==> config.mk <==
export PLATFORM = sky130hd
export DESIGN_NAME = irq_ctrl
export DESIGN_NICKNAME = d
export VERILOG_FILES = /design/src/rtl/irq_ctrl.sv
export SDC_FILE = /design/constraint.sdc
export NUM_CORES = 1
export LEC_CHECK = 0
export BUFFER_PORTS_ARGS = -buffer_cell sky130_fd_sc_hd__buf_2
export CAP_MARGIN = 20
export CELL_PAD_IN_SITES_DETAIL_PLACEMENT = 1
export CELL_PAD_IN_SITES_GLOBAL_PLACEMENT = 1
export CORE_ASPECT_RATIO = 0.8
export CORE_MARGIN = 1.5
export CORE_UTILIZATION = 37
export CTS_BUF_LIST = sky130_fd_sc_hd__clkbuf_8
export DETAILED_ROUTE_END_ITERATION = 8
export PLACE_DENSITY = 0.85
export SLEW_MARGIN = 20
export SYNTH_ARGS = -nofsm -noshare
export SYNTH_HDL_FRONTEND = slang
export SYNTH_SLANG_ARGS = --single-unit
==> constraint.sdc <==
create_clock -name clk -period 3.2 [get_ports clk]
set_clock_uncertainty 0.15 [all_clocks]
set_input_delay 0.48 -clock clk [delete_from_list [all_inputs] [get_ports clk]]
set_output_delay 0.48 -clock clk [all_outputs]
set_load 0.005 [all_outputs]
==> src/rtl/irq_ctrl.sv <==
// Interrupt controller: latches source edges, masks and prioritises them (lowest index wins),
// and drives a clean HOLD-cycle pulse on irq with an EOI handshake before the next one.
module irq_ctrl #(
   parameter int unsigned NSRC = 8,
   parameter int unsigned HOLD = 2
) (
   input  logic            clk,
   input  logic            rst,
   input  logic [NSRC-1:0] src,
   input  logic            sel,
   input  logic [1:0]      adr,
   input  logic            rd,
   input  logic            wr,
   input  logic [31:0]     wdata,
   output logic [31:0]     rdata,
   output logic            irq,
   output logic            busy
);

   localparam int unsigned CW = (HOLD > 1) ? $clog2(HOLD) : 1;

   typedef enum logic [1:0] {
      IDLE    = 2'd0,
      ASSERT  = 2'd1,
      SERVICE = 2'd2,
      GAP     = 2'd3
   } state_t;

   state_t          state;
   logic [CW-1:0]   cnt;
   logic [NSRC-1:0] src_q;
   logic [NSRC-1:0] pend;
   logic [NSRC-1:0] enab;
   logic [3:0]      cur;
   logic            claimed;

   logic [NSRC-1:0] src_edge;
   logic [NSRC-1:0] act;
   logic [NSRC-1:0] w1c;
   logic [NSRC-1:0] claim_clr;
   logic [3:0]      idx;
   logic            valid;
   logic            rd_claim;
   logic            wr_pend;
   logic            wr_enab;
   logic            wr_eoi;
   logic            unused_wdata;

   assign unused_wdata = ^wdata[31:NSRC];

   assign wr_pend  = sel & wr & (adr == 2'd0);
   assign wr_enab  = sel & wr & (adr == 2'd1);
   assign wr_eoi   = sel & wr & (adr == 2'd3) & (state == SERVICE);
   assign rd_claim = sel & rd & (adr == 2'd2) & valid;

   // Edge detect and lowest-index priority pick
   always_comb begin
      src_edge = src & ~src_q;
      act      = pend & enab;
      valid    = |act;
      idx      = 4'd0;
      for (int i = int'(NSRC) - 1; i >= 0; i--) begin
         if (act[i]) idx = 4'(i);
      end
      w1c       = wr_pend ? wdata[NSRC-1:0] : '0;
      claim_clr = rd_claim ? (NSRC'(1) << idx) : '0;
   end

   // Register read mux; side effects happen at the clock edge
   always_comb begin
      rdata = 32'd0;
      if (sel) begin
         case (adr)
            2'd0:    rdata = 32'(pend);
            2'd1:    rdata = 32'(enab);
            2'd2:    rdata = valid ? {1'b1, 27'd0, idx} : 32'd0;
            default: rdata = {24'd0, claimed, cur, 1'b0, state};
         endcase
      end
   end

   always_ff @(posedge clk) begin
      if (rst) begin
         src_q   <= '0;
         pend    <= '0;
         enab    <= '0;
         cur     <= 4'd0;
         claimed <= 1'b0;
         state   <= IDLE;
         cnt     <= '0;
         irq     <= 1'b0;
         busy    <= 1'b0;
      end else begin
         src_q <= src;
         // A new edge beats a same-cycle clear
         pend  <= (pend & ~w1c & ~claim_clr) | src_edge;
         if (wr_enab) enab <= wdata[NSRC-1:0];
         if (wr_eoi) claimed <= 1'b0;
         if (rd_claim) begin
            cur     <= idx;
            claimed <= 1'b1;
         end

         case (state)
            IDLE: begin
               if (valid) begin
                  state <= ASSERT;
                  cnt   <= CW'(HOLD - 1);
                  irq   <= 1'b1;
                  busy  <= 1'b1;
               end
            end
            ASSERT: begin
               if (cnt == '0) begin
                  state <= SERVICE;
                  irq   <= 1'b0;
               end else begin
                  cnt <= cnt - CW'(1);
               end
            end
            SERVICE: begin
               if (wr_eoi) state <= GAP;
            end
            default: begin
               // GAP guarantees a low cycle before the next rising edge
               state <= IDLE;
               busy  <= 1'b0;
            end
         endcase
      end
   end

endmodule

Yosys cells after proc, flatten, opt, wreduce, memory -nomap -nowiden

Index checks and enable logic that the tools add are counted.
W data, S select, Z words.

Muxes and demuxes: 25
Equality and inequality tests: 8
Shift-type cells: 1
Add/subtract/negate cells: 1
Reduce and logical (&&, ||, !) cells: 10
Bitwise gates (word level): 17

Operators with widths:

| cell                  | count |
|---|---|
| $pmux W32 S3          | 1 |
| $mux W32              | 2 |
| $and A8 B8 Y8         | 4 |
| $mux W4               | 7 |
| $not A8 Y8            | 3 |
| $mux W8               | 2 |
| $and A1 B1 Y1         | 8 |
| $or A8 B8 Y8          | 1 |
| $reduce_or A8 Y1      | 1 |
| $shl A1 B4 Y8 const A | 1 |
| $eq A2 B2 Y1 const B  | 3 |
| $mux W2               | 3 |
| $ne A2 B2 Y1 const B  | 3 |
| $pmux W1 S2           | 3 |
| $pmux W2 S3           | 1 |
| $reduce_and A3 Y1     | 2 |
| $mux W1               | 5 |
| $eq A2 B1 Y1 const B  | 2 |
| $logic_not A2 Y1      | 2 |
| $reduce_and A2 Y1     | 2 |
| $reduce_bool A2 Y1    | 2 |
| $mux W3               | 1 |
| $reduce_or A2 Y1      | 1 |
| $not A1 Y1            | 1 |
| $sub A1 B1 Y1 const B | 1 |

Output and inout port bits: 34
Flip-flop bits (word level): 34
Word-level logic and storage cells: 71
Bits of input ports: 47

Depth between registers and ports, before layout

Gate-level depths: netlist of the first run.

Word-level depth: 14
Gate-level depth with buffers: 7
Mapped depth without buffers: 6

Worst setup path after synthesis of the first run

OpenSTA, ideal clock, no wires.

Kind: input-to-output
From: in adr[0]
To: out rdata[2]
Path slack: 1.178 ns
Buffers on the path: 2
Arrival time: 1.392 ns
Stages on the path: 5
Required time: 2.570 ns
Path through: buf_4 clkbuf_1 mux2i_1 nor2_1 o21a_1

Longest elaborated chain between the ends: 3
Elaborated cells between the ends (all ways): 5
Classes of those cells: 2 x eq/ne; 2 x mux; 1 x reduce/logical

Ends and longest elaborated chain:

| item                                 | RTL line | source |
|---|---|---|
| start, declared                      | 11       | `input logic [1:0] adr,` |
| $eq A2 B2 Y1 (tied with other cells) | 73       | `case (adr)` |
| $pmux W32 S3 *                       | 73       |  |
| $mux W32 *                           | 72       | `if (sel) begin` |
| end, declared                        | 15       | `output logic [31:0] rdata,` |

Mark *: on every way between the ends. The rest lies on a longest branch, timed or not.

Final worst setup path of the first run

From: reg pend[7]
To: out rdata[0]

Longest elaborated chain between the ends: 12
Elaborated cells between the ends (all ways): 13
Classes of those cells: 11 x mux; 1 x bitwise; 1 x reduce/logical

Ends and longest elaborated chain:

| item                   | RTL line | source |
|---|---|---|
| start, declared        | 32       | `logic [NSRC-1:0] pend;` |
| start signal, assigned | 96       | `pend <= (pend & ~w1c & ~claim_clr) \| src_edge;` |
| $and A8 B8 Y8 *        | 59       | `act = pend & enab;` |
| $mux W3                | 63       | `if (act[i]) idx = 4'(i);` |
| $mux W4 (7 in a row)   | 63       |  |
| $mux W32 *             | 76       | `2'd2: rdata = valid ? {1'b1, 27'd0, idx} : 32'd0;` |
| $pmux W32 S3 *         | 73       |  |
| $mux W32 *             | 72       |  |

Marked as above.

==> run metrics, run 1 <==
P per Cell Area=502.9 nW/um^2; drt pass-1 iters=4; clk buf depth=2; combinational family with the most area after synthesis=simple AND/OR/NAND/NOR gates; Post-CTS Resized=0; Post-Synth Adder-Cell Area=2.632%; number of synthesized register bits=33; Compound-Gate Fraction of Synth Area=22.24%; Critical Path Source Type=register; clk_lat worst skew=around 0.3 ns; Iteration-0 DRC Markers=73; Slew HR=between 40% and 50%; largest net degree at the start of global routing=25; RSZ-0062 raised after global routing=false; root buffer cell=clkbuf_8; Post-Synth Simple-Gate Area=between 20% and 30%; Antenna Diode Count=0; ys flop type=dfxtp_1; max_cap viols=0; Post-Route WL=4.873 mm; TritonCTS clock tree=done; DRT antenna net count=0; Die ar.=5582 sq um; cell count after synthesis=232; vias per cell=roughly 5.2; asr flop ratio synth=0%; Worst IR Drop VDD=between 0.0002 and 0.0003 V; most common cell after layout, fill and taps aside=nand2_1; fmax=approximately 0.40 GHz; share of post-route cells with drive strength above 1=19.55%; Arrival @ worst endpoint=about 1.8 ns; outcome=finished clean; H-tree depth=2; Placer Congestion=between 0.8 and 0.9; DP Worst Slack=0.8865 ns; worst slew pin tran=0.7862 ns; All-Layer GR Usage=18.29%; CP required=2.57 ns; Post-CTS Setup Bufs=0; crit path max fanout=5; Row Count=23; top cell type by total area after synthesis=dfxtp_1; final design utilization=43.23%; post-synth top area share=a little over a third; initial antenna violation count=0; Leak=0.9604 nW; area of the mapped netlist=1902 sq um; # port buffers=33; clk slew on worst S/H paths=0.08 ns; Slew Limit Fails=0; CTS Hold Bufs=0; Period minus WS final=2.470 ns; post-synthesis average cell area=8.198 sq um; period utilisation layout=77.17%; warning count from the yosys run=0; remaining global-route overflow=0; first-pass GRT wire length=7.859 mm; kind of critical path=register to primary output; vias in the first global route=1653; R2R cell count=5; Area growth syn-to-layout=13.16%; hold path depth=3; clk sink count=33; DRC errors left=0; Post-synth EDFFs=0; CTS Buf Count=5; per-cell routed wire length=14.86 um; setup TNS=0 ns; Die Height=67.13 um; die width=83.16 um; setup ws final=0.7304 ns; Starting Density=38.20%; multiplexer share of the synthesized area=4.276%; Nets=316; Core Box Area=4979 sq um; Netlist cell types=47; kind of end point of the critical path=primary output; worst min path class=input pin to register; sequential area share after synthesis=34.74%; commonest cells after routing, fill and taps aside=40 x nand2_1, 33 x dfxtp_1, 33 x buf_2; vias=around 1700; main area contributors after synthesis=dfxtp_1 35%, buf_4 9.5%, nand2_1 7.9%, a21oi_1 4.5%, mux2i_1 3.7%; xor/xnor share of the synthesized area=0%; Finish-stage setup viols=0; final count of hold timing violations=0; hpwl dp=3.660 mm; Top Ports=between 80 and 90
state kept, by name (all words and copies together), names as in the netlist:
signal and count:
enab 8, pend 8, src_q 8, cur 3
state 2, busy 1, claimed 1, cnt 1
irq 1
cells in the mapped netlist (all sizes together) (3+ instances only):
library cell  number
nand2             41
dfxtp             33
buf               26
a21oi             17
o21ai             13
inv               10
nor2b             10
and2               7
mux2i              7
a22oi              6
clkbuf             6
nor2               6
ha                 4
nand3              4
a32o               3
a41o               3
nand4b             3
final timing paths:
path                   end  slack, ns     start
setup / recovery  rdata[0]       0.73   pend[7]
hold / removal    src_q[6]       0.22    src[6]
setup reg to reg   pend[7]       1.28   pend[1]
hold reg to reg    pend[3]       0.27  src_q[3]
kinds of logic (layout without fill, tap and decap cells):
family,count (synthesis),count (layout)
compound gates,59,59
fa+ha+maj,4,4
buf+inv,42,54
flops,33,33
mux,8,8
other cells,1,23
simple gates,85,85
metrics by stage:
| stage | instance area (sq um) | std cells | hold WS (ns) | power [mW] |
|---|---|---|---|---|
| finish | 2152 | 328 | 0.2195 | 1.082 |
| CTS | 2152 | 328 | 0.2188 | 1.088 |
| floorplan | 1984 | 254 | 0.2488 | 0.6354 |
| global placement | 2037 | 320 | 0.2527 | 0.6706 |
| global route | 2152 | 328 | 0.2420 | 1.137 |
| detailed placement | 2037 | 320 | 0.2616 | 0.6841 |
worst max-delay path, stage by stage (launching register included):
cell	delay [ns]
dfxtp_1	0.36
a22oi_1	0.41
nand4_1	0.33
nand4b_1	0.20
a31oi_1	0.10
buf_2	0.14
layer usage:
layer  part of all wire [%]  GRT usage [%]
met5                      0              0
met4                    1.4          7.083
met3                    4.3          4.337
met2                     46          29.67
met1                     49          23.85
layout make-up:
| class | count | area (sq um) |
|---|---|---|
| Clock buffer | 5 | 68.82 |
| Inverter | 10 | 37.54 |
| Tap cell | 62 | 77.57 |
| Sequential cell | 33 | 660.6 |
| Fill cell | 638 | 2826 |
| Multi-Input combinational cell | 179 | 1074 |
| Timing Repair Buffer | 36 | 187.7 |
| Clock inverter | 3 | 46.29 |
where the power goes:
group / total (mW) / internal (mW) / switching [mW]
Clock: 0.408 / 0.233 / 0.175
Sequential: 0.477 / 0.444 / 0.0338
Combinational: 0.197 / 0.0826 / 0.114
Total: 1.08 / 0.759 / 0.323
(Power assumes the default switching activity.)
==> run 2: changes to the inputs <==
--- a/config.mk
+++ b/config.mk
@@ -11,10 +11,10 @@
 export CELL_PAD_IN_SITES_GLOBAL_PLACEMENT = 1
 export CORE_ASPECT_RATIO = 0.8
 export CORE_MARGIN = 1.5
-export CORE_UTILIZATION = 37
+export CORE_UTILIZATION = 31
 export CTS_BUF_LIST = sky130_fd_sc_hd__clkbuf_8
 export DETAILED_ROUTE_END_ITERATION = 8
-export PLACE_DENSITY = 0.85
+export PLACE_DENSITY = 0.76
 export SLEW_MARGIN = 20
 export SYNTH_ARGS = -nofsm -noshare
 export SYNTH_HDL_FRONTEND = slang
==> constraint.sdc (replaced) <==
create_clock -name clk -period 2.23 [get_ports clk]
set_clock_uncertainty 0.15 [all_clocks]
set_input_delay 0.3345 -clock clk [delete_from_list [all_inputs] [get_ports clk]]
set_output_delay 0.3345 -clock clk [all_outputs]
set_load 0.005 [all_outputs]
==> run 2 against run 1 <==
  * Cell count rose by 9.5%
  * Design area rose by 6.9%
  * Utilization fell by 4.3 points
  * Highest routed layer unchanged
  * Largest power group unchanged
==> run metrics, run 2 (synthesis gave the netlist of run 1 again) <==
outcome=finished clean; CTS Hold Bufs=0; GR peak layer=met2; max_cap viols=0; share of post-route cells with drive strength above 1=27.70%; DP Worst Slack=0.1922 ns; Core Box Area=5912 sq um; All-Layer GR Usage=between 10% and 20%; Worst IR Drop VDD=around 0.00034 V; placed instance area=2106 sq um; Final Instance Area=~2300 sq um; initial antenna violation count=0; Starting Density=32.17%; clk_lat worst skew=0.29 ns; met3 GRT Util=3.854%; Post-Route WL=between 5 and 6 mm; Iteration-0 DRC Markers=126; period utilisation layout=98.23%; worst min path class=input pin to register; Hold Startpoint=src[6]; DRC errors left=0; Leak=1.037 nW; Crit Reg-Reg Startpoint=pend[1]; final design utilization=38.90%; CP required=1.75 ns; H-tree depth=2; met2 Track Usage GR=26.82%; Power Total=roughly 1.5 mW; clk sink count=33; DRT antenna net count=0; P per Cell Area=660.0 nW/um^2; Critical Path Source Type=register; TritonCTS clock tree=done; per-cell routed wire length=between 10 and 15 um; setup TNS=0 ns; Die ar.=6617 sq um; final count of hold timing violations=0; CP Cell Sequence=nand2_1, a32o_2, a221oi_4, nand4b_1, a31oi_2, buf_2; most common cell after layout, fill and taps aside=nand2_1; hpwl dp=3.803 mm; Period minus WS final=2.191 ns; crit-path max cell delay=0.33 ns; vias=1740; top flop regs=enab: 8 flops, pend: 8 flops, src_q: 8 flops; Placer Congestion=0.8058; CTS Buf Count=5; setup ws final=roughly 0.039 ns; # port buffers=33; clk buf depth=2; Arrival @ worst endpoint=about 1.7 ns; Slew Limit Fails=0; clk slew on worst S/H paths=0.07 ns; Row Count=25; Top Ports=81; die width=90.57 um; kind of critical path=register to primary output; drt pass-1 iters=4; commonest cells after routing, fill and taps aside=40 x nand2_1, 33 x buf_2, 26 x dfxtp_1; kind of end point of the critical path=primary output; Worst path slowest cell=dfxtp_2; remaining global-route overflow=0; RSZ-0062 raised after global routing=true; vias in the first global route=1717; GR Layer Usage met1=22.36%; root buffer cell=clkbuf_8; largest net degree at the start of global routing=24; Die Height=~73 um; Critical path origin=pend[6]; crit path max fanout=2; first-pass GRT wire length=between 8 and 9 mm; Area growth syn-to-layout=20.92%; Antenna Diode Count=0; vias per cell=~4.8; Nets=328; fmax=0.4565 GHz; Finish-stage setup viols=0
-- run 2: cell count changes in the layout (fill, tap and decap cells not counted), moves of 2 or more --
cell	previous run	this run
a22oi_1	4	2
a22oi_2	0	2
buf_4	3	15
dfxtp_2	0	7
dfxtp_1	33	26
clkbuf_8	5	7
-- run 2: cell type report --
class	count	area [sq um]
Clock inverter	1	5.005
Sequential cell	33	669.4
Multi-Input combinational cell	179	1112
Clock buffer	7	96.34
Inverter	10	37.54
Fill cell	756	3612
Tap cell	81	101.3
Timing Repair Buffer	48	277.8
-- run 2: through the flow --
stage               cells  hold WS, ns
floorplan             254       0.2488
global placement      345       0.2514
detailed placement    345       0.2663
CTS                   356      0.08115
global route          359       0.1133
finish                359      0.08729
-- run 2: worst paths after layout --
path,endpoint,slack (ns),cells past startpoint
worst max-delay path,rdata[0],0.04,6
worst min-delay path,src_q[6],0.09,3
worst max register to register,pend[7],0.30,5
worst min register to register,pend[3],0.27,1
-- run 2: critical path, delay by kind of cell, from the launching register on --
| kind | cells | cell delay, ns |
|---|---|---|
| flip-flops | 1 | 0.33 |
| AO/OA/AOI/OAI | 3 | 0.68 |
| AND/OR/NAND/NOR | 2 | 0.25 |
| buffers and inverters | 1 | 0.15 |
-- run 2: repair_timing --
item | in CTS | in global routing
pin swaps | 1 | 2
resized for setup | 7 | 7
gates cloned | 0 | 0
endpoints found under the setup margin | 1 | 3
buffers inserted | 3 | 3
endpoints found under the hold margin | 0 | 0
-- run 2: routing by layer --
layer / vias to the layer above / part of all wire (%)
met2: 45 / 49
met4: 0 / 0.78
met5: - / 0
li1: 862 / -
met3: 4 / 4.6
met1: 829 / 46
-- run 2: power by group --
group / switching, mW / total, mW / internal [mW]
logic: 0.180 / 0.324 / 0.145
clock network: 0.227 / 0.506 / 0.279
registers: 0.0487 / 0.688 / 0.639
